$ cat src/rtl/wr_control.sv
// Write-side sequencer for the systolic array output memory: produces the skewed
// per-lane write-enable staircase and per-lane write addresses for each result block.
module wr_control #(
    parameter int WIDTH_HEIGHT = 16,
    parameter int ADDR_W       = 8
) (
    input  logic                           clk,
    input  logic                           reset,
    input  logic                           active,
    output logic [WIDTH_HEIGHT-1:0]        wr_en,
    output logic [WIDTH_HEIGHT*ADDR_W-1:0] wr_addr,
    output logic                           busy,
    output logic                           done
);

    typedef enum logic [1:0] {
        IDLE  = 2'd0,
        FILL  = 2'd1,
        DRAIN = 2'd2
    } state_t;

    localparam logic [WIDTH_HEIGHT-1:0] FIRST_LANE = {{(WIDTH_HEIGHT-1){1'b0}}, 1'b1};
    localparam logic [WIDTH_HEIGHT-1:0] LAST_LANE  = {1'b1, {(WIDTH_HEIGHT-1){1'b0}}};
    localparam logic [WIDTH_HEIGHT-1:0] NO_LANE    = {WIDTH_HEIGHT{1'b0}};

    state_t                  state_q;
    logic [WIDTH_HEIGHT-1:0] wr_en_q;
    logic                    busy_q;
    logic                    done_q;
    logic [ADDR_W-1:0]       addr_q [WIDTH_HEIGHT];
    logic [ADDR_W-1:0]       addr_d [WIDTH_HEIGHT];
    logic                    seq_end_s;

    // Last drain step: only the top lane is still writing.
    assign seq_end_s = (state_q == DRAIN) && (wr_en_q == LAST_LANE);

    // Staircase FSM: grows one lane per cycle in FILL, retires one lane per cycle in DRAIN.
    always_ff @(posedge clk) begin
        if (reset) begin
            state_q <= IDLE;
            wr_en_q <= NO_LANE;
            busy_q  <= 1'b0;
            done_q  <= 1'b0;
        end else begin
            done_q <= 1'b0;
            case (state_q)
                IDLE: begin
                    if (active) begin
                        state_q <= FILL;
                        wr_en_q <= FIRST_LANE;
                        busy_q  <= 1'b1;
                    end else begin
                        state_q <= IDLE;
                        wr_en_q <= NO_LANE;
                        busy_q  <= 1'b0;
                    end
                end
                FILL: begin
                    busy_q <= 1'b1;
                    if (&wr_en_q) begin
                        state_q <= DRAIN;
                        wr_en_q <= {wr_en_q[WIDTH_HEIGHT-2:0], 1'b0};
                    end else begin
                        state_q <= FILL;
                        wr_en_q <= {wr_en_q[WIDTH_HEIGHT-2:0], 1'b1};
                    end
                end
                DRAIN: begin
                    if (seq_end_s) begin
                        state_q <= IDLE;
                        wr_en_q <= NO_LANE;
                        busy_q  <= 1'b0;
                        done_q  <= 1'b1;
                    end else begin
                        state_q <= DRAIN;
                        wr_en_q <= {wr_en_q[WIDTH_HEIGHT-2:0], 1'b0};
                        busy_q  <= 1'b1;
                    end
                end
                default: begin
                    state_q <= IDLE;
                    wr_en_q <= NO_LANE;
                    busy_q  <= 1'b0;
                end
            endcase
        end
    end

    // Per-lane address advance; completion clears every lane, including the top lane's last step.
    always_comb begin
        for (int i = 0; i < WIDTH_HEIGHT; i++) begin
            addr_d[i] = addr_q[i];
        end
        if (seq_end_s) begin
            for (int i = 0; i < WIDTH_HEIGHT; i++) begin
                addr_d[i] = {ADDR_W{1'b0}};
            end
        end else begin
            for (int i = 0; i < WIDTH_HEIGHT; i++) begin
                if (wr_en_q[i]) begin
                    addr_d[i] = addr_q[i] + ADDR_W'(1);
                end else begin
                    addr_d[i] = addr_q[i];
                end
            end
        end
    end

    // Address registers.
    always_ff @(posedge clk) begin
        if (reset) begin
            for (int i = 0; i < WIDTH_HEIGHT; i++) begin
                addr_q[i] <= {ADDR_W{1'b0}};
            end
        end else begin
            for (int i = 0; i < WIDTH_HEIGHT; i++) begin
                addr_q[i] <= addr_d[i];
            end
        end
    end

    genvar g;
    generate
        for (g = 0; g < WIDTH_HEIGHT; g++) begin : g_addr_pack
            assign wr_addr[ADDR_W*g +: ADDR_W] = addr_q[g];
        end
    endgenerate

    assign wr_en = wr_en_q;
    assign busy  = busy_q;
    assign done  = done_q;

endmodule

$ cat config.mk
export PLATFORM = sky130hd
export DESIGN_NAME = wr_control
export DESIGN_NICKNAME = d
export VERILOG_FILES = /design/src/rtl/wr_control.sv
export SDC_FILE = /design/constraint.sdc
export NUM_CORES = 1
export LEC_CHECK = 0
export ABC_AREA = 1
export CORE_AREA = 2 2 105 128
export CTS_BUF_LIST = sky130_fd_sc_hd__clkbuf_4 sky130_fd_sc_hd__clkbuf_8
export CTS_CLUSTER_DIAMETER = 30
export DETAILED_ROUTE_END_ITERATION = 12
export DIE_AREA = 0 0 107 130
export PLACE_DENSITY = 0.79
export SYNTH_ARGS = -nofsm -noshare
export SYNTH_HDL_FRONTEND = slang
export SYNTH_SLANG_ARGS = --single-unit
$ cat constraint.sdc
create_clock -name clk -period 1.7 [get_ports clk]
set_input_delay 0.425 -clock clk [delete_from_list [all_inputs] [get_ports clk]]
set_output_delay 0.425 -clock clk [all_outputs]
set_load 0.01 [all_outputs]
---- Yosys cells after proc, flatten, opt, wreduce, memory -nomap -nowiden ----
Memory sizes are Yosys's and may differ from the RTL's.
Cells that the tools add are included.
operators by class
  eq/ne operators ......................... 3
  bitwise logic cells ..................... 17
  $add $sub $neg .......................... 16
  reduce and logical (&&, ||, !) cells .... 4
  muxes and demuxes ....................... 48
operators with widths
  cell                    count
  $mux W8                 32
  $add A8 B1 Y8 const B   16
  $mux W128               1
  $pmux W16 S3            1
  $eq A16 B16 Y1 const B  1
  $mux W16                1
  $or A1 B1 Y1            16
  $reduce_and A16 Y1      1
  $mux W1                 9
  $pmux W2 S3             1
  $mux W2                 2
  $pmux W1 S3             1
  $eq A2 B1 Y1 const B    1
  $eq A2 B2 Y1 const B    1
  $logic_not A2 Y1        1
  $reduce_or A2 Y1        1
  $logic_and A1 B1 Y1     1
  $not A1 Y1              1
word-level totals
  output and inout port bits .............. 146
  flip-flop bits (word level) ............. 20
  RAM bits ................................ 128
  memories ................................ 1
  input port bits ......................... 3
memory list
  memory  words  bits a word  rd ports  clocked after Yosys merged registers in  write ports  RTL line  text
  addr_q  16     8            16        0                                        16           30        logic [ADDR_W-1:0] addr_q [WIDTH_HEIGHT];

---- Longest topological paths before layout ----
Gate-level depths: netlist of the first run.
An unclocked memory read counts as a cell.
  depth in word-level cells ............... 5
  gate-level depth with buffers ........... 10

---- Worst setup path before layout of the first run ----
OpenSTA, ideal clock, no wires.
  kind .................................... reg2reg
  start ................................... reg wr_en_q[5] (netlist: wr_en[5])
  end ..................................... mem addr_q[0][4]
  cell stages (with the launch flop) ...... 10
  clock period less this slack ............ 1.445 ns
  setup slack ............................. 0.255 ns
  setup time .............................. 0.114 ns
  arrival ................................. 1.331 ns
  required time ........................... 1.586 ns
  path buffers ............................ 3
  path through ............................ dfxtp_1 > buf_2 > nor2_1 > nand2_1 > nor2_2 > nand3_2 > nand2_2 > buf_6 > buf_4 > nor2_1
RTL lines
  item                    RTL line  text
  start, declared         27        logic [WIDTH_HEIGHT-1:0] wr_en_q;
  start signal, assigned  62        wr_en_q <= {wr_en_q[WIDTH_HEIGHT-2:0], 1'b0};
  start signal, assigned  65        wr_en_q <= {wr_en_q[WIDTH_HEIGHT-2:0], 1'b1};
  start signal, assigned  76        wr_en_q <= {wr_en_q[WIDTH_HEIGHT-2:0], 1'b0};
  end, declared           30

---- Worst setup path in the final report of the first run ----
  start ................................... reg wr_en_q[15] (netlist: wr_en[15])
  end ..................................... out wr_en[15]
RTL lines
  item           RTL line  text
  end, declared  10        output logic [WIDTH_HEIGHT-1:0] wr_en,
No word-level cell between the ends.

==> flow_summary_export.csv, run 1 <==
group,metric,value,unit
clock_tree,cts_root_buffer,"clkbuf_8",
routing,initialDrtViolationCount,208,
placement,dpl.hpwl,10600,um
floorplan,initial_core_util,48.5,%
global_route,grt_pass1_wl,23800,um
global_route,grt_pass1_vias,5218,
timing,maxSlewHeadroom,74.3,%
worst_setup_path,worst_setup_path_start_kind,"flop",
power,vdd_drop_max,0.000561,V
clock_tree,cts_buffers,17,
clock_tree,numClockSinks,147,
worst_setup_path,reg2reg_to,"addr_q[5][1]$_SDFFE_PP0P_",
timing,max_freq,616,MHz
worst_setup_path,slowest_delay,0.34,ns
routing,routed_via_density,4.74,
logic_synthesis,synth_seq_area_share,47.2,%
global_route,grt_max_degree,42,
logic_synthesis,synth_area_leaders,"dfxtp_1 47%, nor2_1 9.5%, nand2_1 9.3%, inv_1 6.5%, xor2_1 4.5%",
routing,wl_per_cell,12.2,um
logic_synthesis,yosysWarnings,0,
global_route,gr-total-overflow,0,
worst_setup_path,cp-startpoint,"wr_en[15]$_SDFF_PP0_",
routing,num_vias,5599,
timing,fin_tns_setup,0,ns
floorplan,core,12800,um2
power,power_density,825,nW/um2
worst_setup_path,cp_cell_sequence,"buf_4 > dlygate4sd2_1",
floorplan,ios,149,
timing,finClkSkew,0.0128,ns
placement,gp_congestion,0.817,
clock_tree,cts_htree_levels,4,
timing,fin_crit_sh,95.5,%
power,p_leak,4.03,nW
layout,fin_cells,1180,
logic_synthesis,ys_ff_latch,147,
worst_setup_path,setup.worst_path.class,"flop to output port",
layout,nNetsFinal,1018,
clock_tree,cts_resized,186,
logic_synthesis,synth_top_cell_by_area,"dfxtp_1",
clock_tree,post_cts.repair.setup_buffers,0,
logic_synthesis,netlist_area,6230,um2
job,max_cap_viol_count,0,
outcome,outcome,"finished, final reports clean",
layout,regArea,2990,um2
logic_synthesis,synth_commonest_cells,"158 x nor2_1, 154 x nand2_1, 147 x dfxtp_1",
layout,fillers,1175,
worst_setup_path,path_max_fanout,6,
timing,min_period,1.62,ns
routing,drt.antenna.violating_nets,0,
layout,num_antenna_cells,0,
worst_setup_path,cp_slowest_cell,"dfxtp_2",
worst_setup_path,r2r_setup_slack,0.26,ns
timing,rsz0062_at_grt,"no",
timing,worstMarginPinSlew,0.382,ns
routing,wl,14400,um
worst_setup_path,crit_end,"wr_en[15]",
layout,drive_above_1_share,10.8,%
logic_synthesis,synth.distinct_cells,27,
logic_synthesis,synth_edf_count,0,
clock_tree,cts_buffer_depth,2,
clock_tree,ctsHoldBuffers,0,
logic_synthesis,netlist_instances,834,
clock_tree,clock_latency,0.44,ns
placement,placed_cells,1148,
logic_synthesis,ys.flop_type,"dfxtp_1",
worst_setup_path,crit_required,1.27,ns
floorplan,die_w,107,um
worst_setup_path,r2r_cells,8,
worst_setup_path,crit_path_end_kind,"output port",
routing,firstDrtPassIters,4,
floorplan,rows,46,
global_route,track_usage,21.3,%
clock_tree,cts_tree,"built",
clock_tree,cts.clk_slew.worst_paths,0.08,ns
timing,hold_viol,0,
worst_setup_path,r2r_start,"wr_en[15]$_SDFF_PP0_",
logic_synthesis,async_reset_ff_share,0,%
floorplan,dieArea,13900,um2
layout,syn_to_final_growth,33.8,%
layout,multiInputGateArea,2710,um2
global_route,antenna_found_initial,0,
logic_synthesis,synth_nets,853,
placement,numPortBuffers,148,
timing,final_max_slew_viol_count,0,
logic_synthesis,synth.avg_cell_area,7.47,um2
hold_path,min_path_type,"flop to flop",
timing,finalSetupViolations,0,
routing,drc,0,
floorplan,fp.dieH,130,um
logic_synthesis,synth_top_area_share,47.2,%
worst_setup_path,critPathArrivalTime,1.20,ns
logic_synthesis,yosysMostFrequentCell,"nor2_1",
==> routing by layer <==
metal	track usage (%)	share of wire, %
met5	0	0
met1	25.5	43
met4	7.56	1.9
met3	5.54	5.6
met2	37.3	49
==> cell families after synthesis <==
kind of cell               Yosys count  share of synthesized area, %
adders and majority gates           16                          3.21
buffers and inverters              140                          9.38
xor gates and xnor gates            47                          6.61
DFF                                147                          47.2
and+or+nand+nor                    429                          29.0
AOI/OAI and AO/OA                   55                          4.54
==> final cells by class <==
class	instances	area share (%)
Sequential cell	147	35.9
Multi-Input combinational cell	547	32.5
Timing Repair Buffer	176	18.4
Inverter	110	4.95
Clock buffer	19	2.99
Clock inverter	13	2.78
Tap cell	168	2.52
==> critical path, delay by kind of cell (launching register included) <==
family	cells	cell delay, ns
buffers and inverters	2	0.43
DFF	1	0.34
==> worst min path at each step <==
stage / startpoint / to / slack, ns / cells after the start
2_1_floorplan: reset / state_q[0]$_SDFF_PP0_ / 0.49 / 1
3_3_place_gp: addr_q[0][14]$_SDFFE_PP0P_ / addr_q[0][14]$_SDFFE_PP0P_ / 0.47 / 2
3_5_place_dp: addr_q[1][7]$_SDFFE_PP0P_ / addr_q[1][7]$_SDFFE_PP0P_ / 0.48 / 2
4_1_cts: addr_q[0][15]$_SDFFE_PP0P_ / addr_q[0][15]$_SDFFE_PP0P_ / 0.49 / 2
5_1_grt: addr_q[0][15]$_SDFFE_PP0P_ / addr_q[0][15]$_SDFFE_PP0P_ / 0.50 / 2
6_report: addr_q[1][7]$_SDFFE_PP0P_ / addr_q[1][7]$_SDFFE_PP0P_ / 0.49 / 2
==> power breakdown <==
group / total, mW / switching, mW / internal (mW)
registers: 3.47 / 0.0138 / 3.45
clock network: 3.25 / 1.32 / 1.93
logic: 0.165 / 0.105 / 0.0599
==> layout by cell type (no fill, tap or decap), types with 3 or more instances in the layout <==
master and instances:
nand2_1 154, dfxtp_2 40, clkbuf_8 17, nor3_1 33, buf_4 26, bufinv_16 6, xnor2_1 15, a21oi_1 50
nor2_1 158, nand4_1 26, dfxtp_1 107, ha_1 16, o21ai_0 3, dlygate4sd2_1 146, xor2_1 32, nand3_1 48
inv_1 108
==> state kept, by name, summed over array words and instances, names as in the netlist <==
name / count
state_q: 2
wr_en: 15
busy: 1
addr_q: 128
done: 1
==> through the flow <==
step	setup WS (ns)	util, %	area, um2	total power [mW]	hold slack [ns]
finish	0.0758	65.0	8340	6.88	0.487
global route	0.0278	65.0	8340	7.10	0.503
CTS	0.0498	65.0	8340	6.94	0.492
detailed placement	0.0774	62.3	7990	3.72	0.480
global placement	0.0988	62.3	7990	3.72	0.472
floorplan	0.255	-	6230	3.65	0.494
Note: power is estimated with default switching activity, not from simulation.
==> run 2, diff against run 1 <==
==> config.mk (replaced) <==
export PLATFORM = sky130hd
export DESIGN_NAME = wr_control
export DESIGN_NICKNAME = d
export VERILOG_FILES = /design/src/rtl/wr_control.sv
export SDC_FILE = /design/constraint.sdc
export NUM_CORES = 1
export LEC_CHECK = 0
export CORE_AREA = 2 2 104 126
export CTS_BUF_LIST = sky130_fd_sc_hd__clkbuf_4 sky130_fd_sc_hd__clkbuf_8
export CTS_CLUSTER_DIAMETER = 30
export DETAILED_ROUTE_END_ITERATION = 12
export DIE_AREA = 0 0 106 128
export PLACE_DENSITY = 0.79
export SLEW_MARGIN = 20
export SYNTH_ARGS = -nofsm -noshare
export SYNTH_HDL_FRONTEND = slang
export SYNTH_SLANG_ARGS = --single-unit
==> run 2 against run 1 <==
Routed wire length is 4.0% lower. Combinational power is 11% higher. Core utilization is 0.58 points higher. Sequential share of layout area is 0.91 points higher. Power is 3.2% lower. Non-clock buffer count is 7 higher. Die area is 2.5% lower. Clock skew is 0.0025 ns lower. Critical endpoint is now wr_en[4]. Largest cell class unchanged. Highest routed layer unchanged.
==> flow_summary_export.csv, run 2 <==
group,metric,value,unit
clock_tree,cts.clk_slew.worst_paths,0.08,ns
placement,dpl_worst_slack,0.0932,ns
clock_tree,ctsHoldBuffers,0,
logic_synthesis,yosysMostFrequentCell,"nor2_1",
placement,numPortBuffers,148,
layout,top_register,"addr_q",
logic_synthesis,synth_area_leaders,"dfxtp_1 49%, nor2_1 9.4%, xor2_1 9.2%, xnor2_1 7.1%, nand4_1 4.6%",
logic_synthesis,netlist_instances,638,
power,power.switching,1.35,mW
logic_synthesis,async_reset_ff_share,0,%
layout,num_antenna_cells,0,
clock_tree,numClockSinks,147,
layout,nNetsFinal,825,
routing,firstDrtPassIters,5,
logic_synthesis,synth_seq_area_share,48.9,%
routing,initialDrtViolationCount,179,
floorplan,initial_core_util,48.4,%
layout,syn_to_final_growth,35.5,%
floorplan,core,12400,um2
floorplan,die_w,106,um
layout,largest_reg_flops,128,
clock_tree,cts_buffer_depth,2,
power,p_leak,3.68,nW
worst_setup_path,critPathArrivalTime,1.23,ns
timing,maxSlewHeadroom,74.2,%
power,power_density,816,nW/um2
worst_setup_path,reg2reg_to,"addr_q[7][11]$_SDFFE_PP0P_",
placement,dpl.hpwl,9860,um
logic_synthesis,synth_edf_count,0,
routing,routed_via_density,5.03,
power,vdd_drop_max,0.000511,V
worst_setup_path,r2r_start,"wr_en[9]$_SDFF_PP0_",
timing,min_period,1.65,ns
logic_synthesis,synth_nets,657,
worst_setup_path,r2r_setup_slack,0.08,ns
timing,finClkSkew,0.0104,ns
clock_tree,cts_root_buffer,"clkbuf_8",
layout,fillers,1057,
layout,final_area,8160,um2
worst_setup_path,worst_setup_path_start_kind,"flop",
power,pwr-share-clk,45.2,%
timing,holdWs,0.516,ns
timing,fin_ws,0.0479,ns
timing,rsz0062_at_grt,"yes",
power,p_sw_share,20.2,%
hold_path,holdPathStages,2,
job,max_cap_viol_count,0,
power,power,6.66,mW
hold_path,min_path_type,"flop to flop",
global_route,grt_pass1_vias,4848,
worst_setup_path,crit_path_end_kind,"output port",
timing,worstMarginPinSlew,0.383,ns
worst_setup_path,crit_required,1.27,ns
placement,gp_congestion,0.849,
logic_synthesis,synth_top_area_share,48.9,%
logic_synthesis,yosysWarnings,0,
timing,hold_viol,0,
routing,wl,13800,um
timing,final_max_slew_viol_count,0,
layout,final_cell_mix,"150 x nor2_1, 143 x dlygate4sd2_1, 102 x dfxtp_1, 63 x xor2_1, 50 x nand2_1",
worst_setup_path,path_max_fanout,9,
global_route,track_usage,20.7,%
global_route,antenna_found_initial,0,
global_route,grt_pass1_wl,22800,um
layout,fin_util,65.5,%
global_route,grt_max_degree,53,
hold_path,hold_start,"addr_q[5][7]$_SDFFE_PP0P_",
outcome,outcome,"finished, final reports clean",
floorplan,dieArea,13600,um2
global_route,gr-total-overflow,0,
timing,finalSetupViolations,0,
layout,drive_above_1_share,14.8,%
routing,drc,0,
logic_synthesis,ys_ff_latch,147,
power,internal_power,5.31,mW
routing,drt.antenna.violating_nets,0,
logic_synthesis,synth_commonest_cells,"150 x nor2_1, 147 x dfxtp_1, 63 x xor2_1",
logic_synthesis,synth.distinct_cells,27,
logic_synthesis,synth.avg_cell_area,9.43,um2
placement,placed_cell_area,7750,um2
hold_path,holdPathEnd,"addr_q[5][7]$_SDFFE_PP0P_",
routing,wl_per_cell,14.0,um
clock_tree,clock_latency,0.43,ns
logic_synthesis,synth_top_cell_by_area,"dfxtp_1",
timing,fin_crit_sh,97.2,%
worst_setup_path,setup.worst_path.class,"flop to output port",
clock_tree,cts_tree,"built",
logic_synthesis,ys.flop_type,"dfxtp_1",
clock_tree,cts_htree_levels,4,
power,combPwrFrac,2.7,%
floorplan,rows,45,
power,seqPwrFrac,52.1,%
logic_synthesis,netlist_area,6020,um2
floorplan,ios,149,
floorplan,fp.dieH,128,um
timing,max_freq,605,MHz
clock_tree,cts_buffers,17,
worst_setup_path,r2r_cells,6,
routing,num_vias,4943,
layout,final_common_cell,"nor2_1",
-- run 2: worst max-delay path: stages, from the launching register on --
cell and delay, ns:
dfxtp_1 0.37, buf_6 0.16, dlygate4sd2_1 0.27
-- run 2: routing by layer --
layer  vias to the layer above  GRT usage (%)  routed length (um)
met5                         -              0                   0
met4                         0           7.43                 195
met3                        14           5.29                 690
met2                       128           36.3                6950
met1                      2352           24.4                5960
li1                       2449              -                   -
-- run 2: area by class of cell --
type                            count  area, um2  area share, %
Clock inverter                      9        150           1.84
Timing Repair Buffer              183       1660           20.3
Multi-Input combinational cell    457       2840           34.8
Tap cell                          164        205           2.52
Sequential cell                   147       3000           36.8
Clock buffer                       23        304           3.73
-- run 2: metrics by stage --
step | cells | TNS [ns]
2_1_floorplan | 638 | 0
3_3_place_gp | 948 | 0
3_5_place_dp | 948 | 0
4_1_cts | 980 | 0
5_1_grt | 983 | -0.133
6_report | 983 | 0
-- run 2: how the worst max path moves through the flow --
| stage | startpoint | endpoint | slack (ns) | cells past startpoint |
|---|---|---|---|---|
| 2_1_floorplan | wr_en[8]$_SDFF_PP0_ | addr_q[1][0]$_SDFFE_PP0P_ | 0.11 | 7 |
| 3_3_place_gp | reset | addr_q[2][10]$_SDFFE_PP0P_ | 0.15 | 4 |
| 3_5_place_dp | wr_en[3]$_SDFF_PP0_ | addr_q[3][14]$_SDFFE_PP0P_ | 0.09 | 5 |
| 4_1_cts | wr_en[4]$_SDFF_PP0_ | wr_en[4] | 0.002 | 2 |
| 5_1_grt | wr_en[9]$_SDFF_PP0_ | addr_q[3][3]$_SDFFE_PP0P_ | -0.01 | 6 |
| 6_report | wr_en[4]$_SDFF_PP0_ | wr_en[4] | 0.05 | 2 |
-- run 2: what timing repair did --
| action | CTS | global route |
|---|---|---|
| gates resized for setup | 194 | 9 |
| buffers inserted | 0 | 2 |
| pin swaps | 0 | 2 |
| cloned | 0 | 1 |
| endpoints found under the setup margin | 146 | 57 |
-- run 2: power by group through the flow --
stage / Combinational, mW / Clock, mW / Sequential [mW]
floorplan: 0.121 / 0 / 3.55
global placement: 0.169 / 0 / 3.55
detailed placement: 0.173 / 0 / 3.55
CTS: 0.165 / 3.08 / 3.47
global route: 0.198 / 3.25 / 3.47
finish: 0.183 / 3.01 / 3.47
-- run 2: cells by family (layout without fill, tap and decap cells) --
group | count (synthesis) | in the layout | synth area share, %
AOI/OAI and AO/OA | 5 | 5 | 0.624
adders and majority gates | 16 | 16 | 3.33
muxes | 16 | 16 | 2.66
buffers and inverters | 34 | 215 | 4.07
and+or+nand+nor | 308 | 308 | 24.1
xor gates and xnor gates | 112 | 112 | 16.3
DFF | 147 | 147 | 48.9
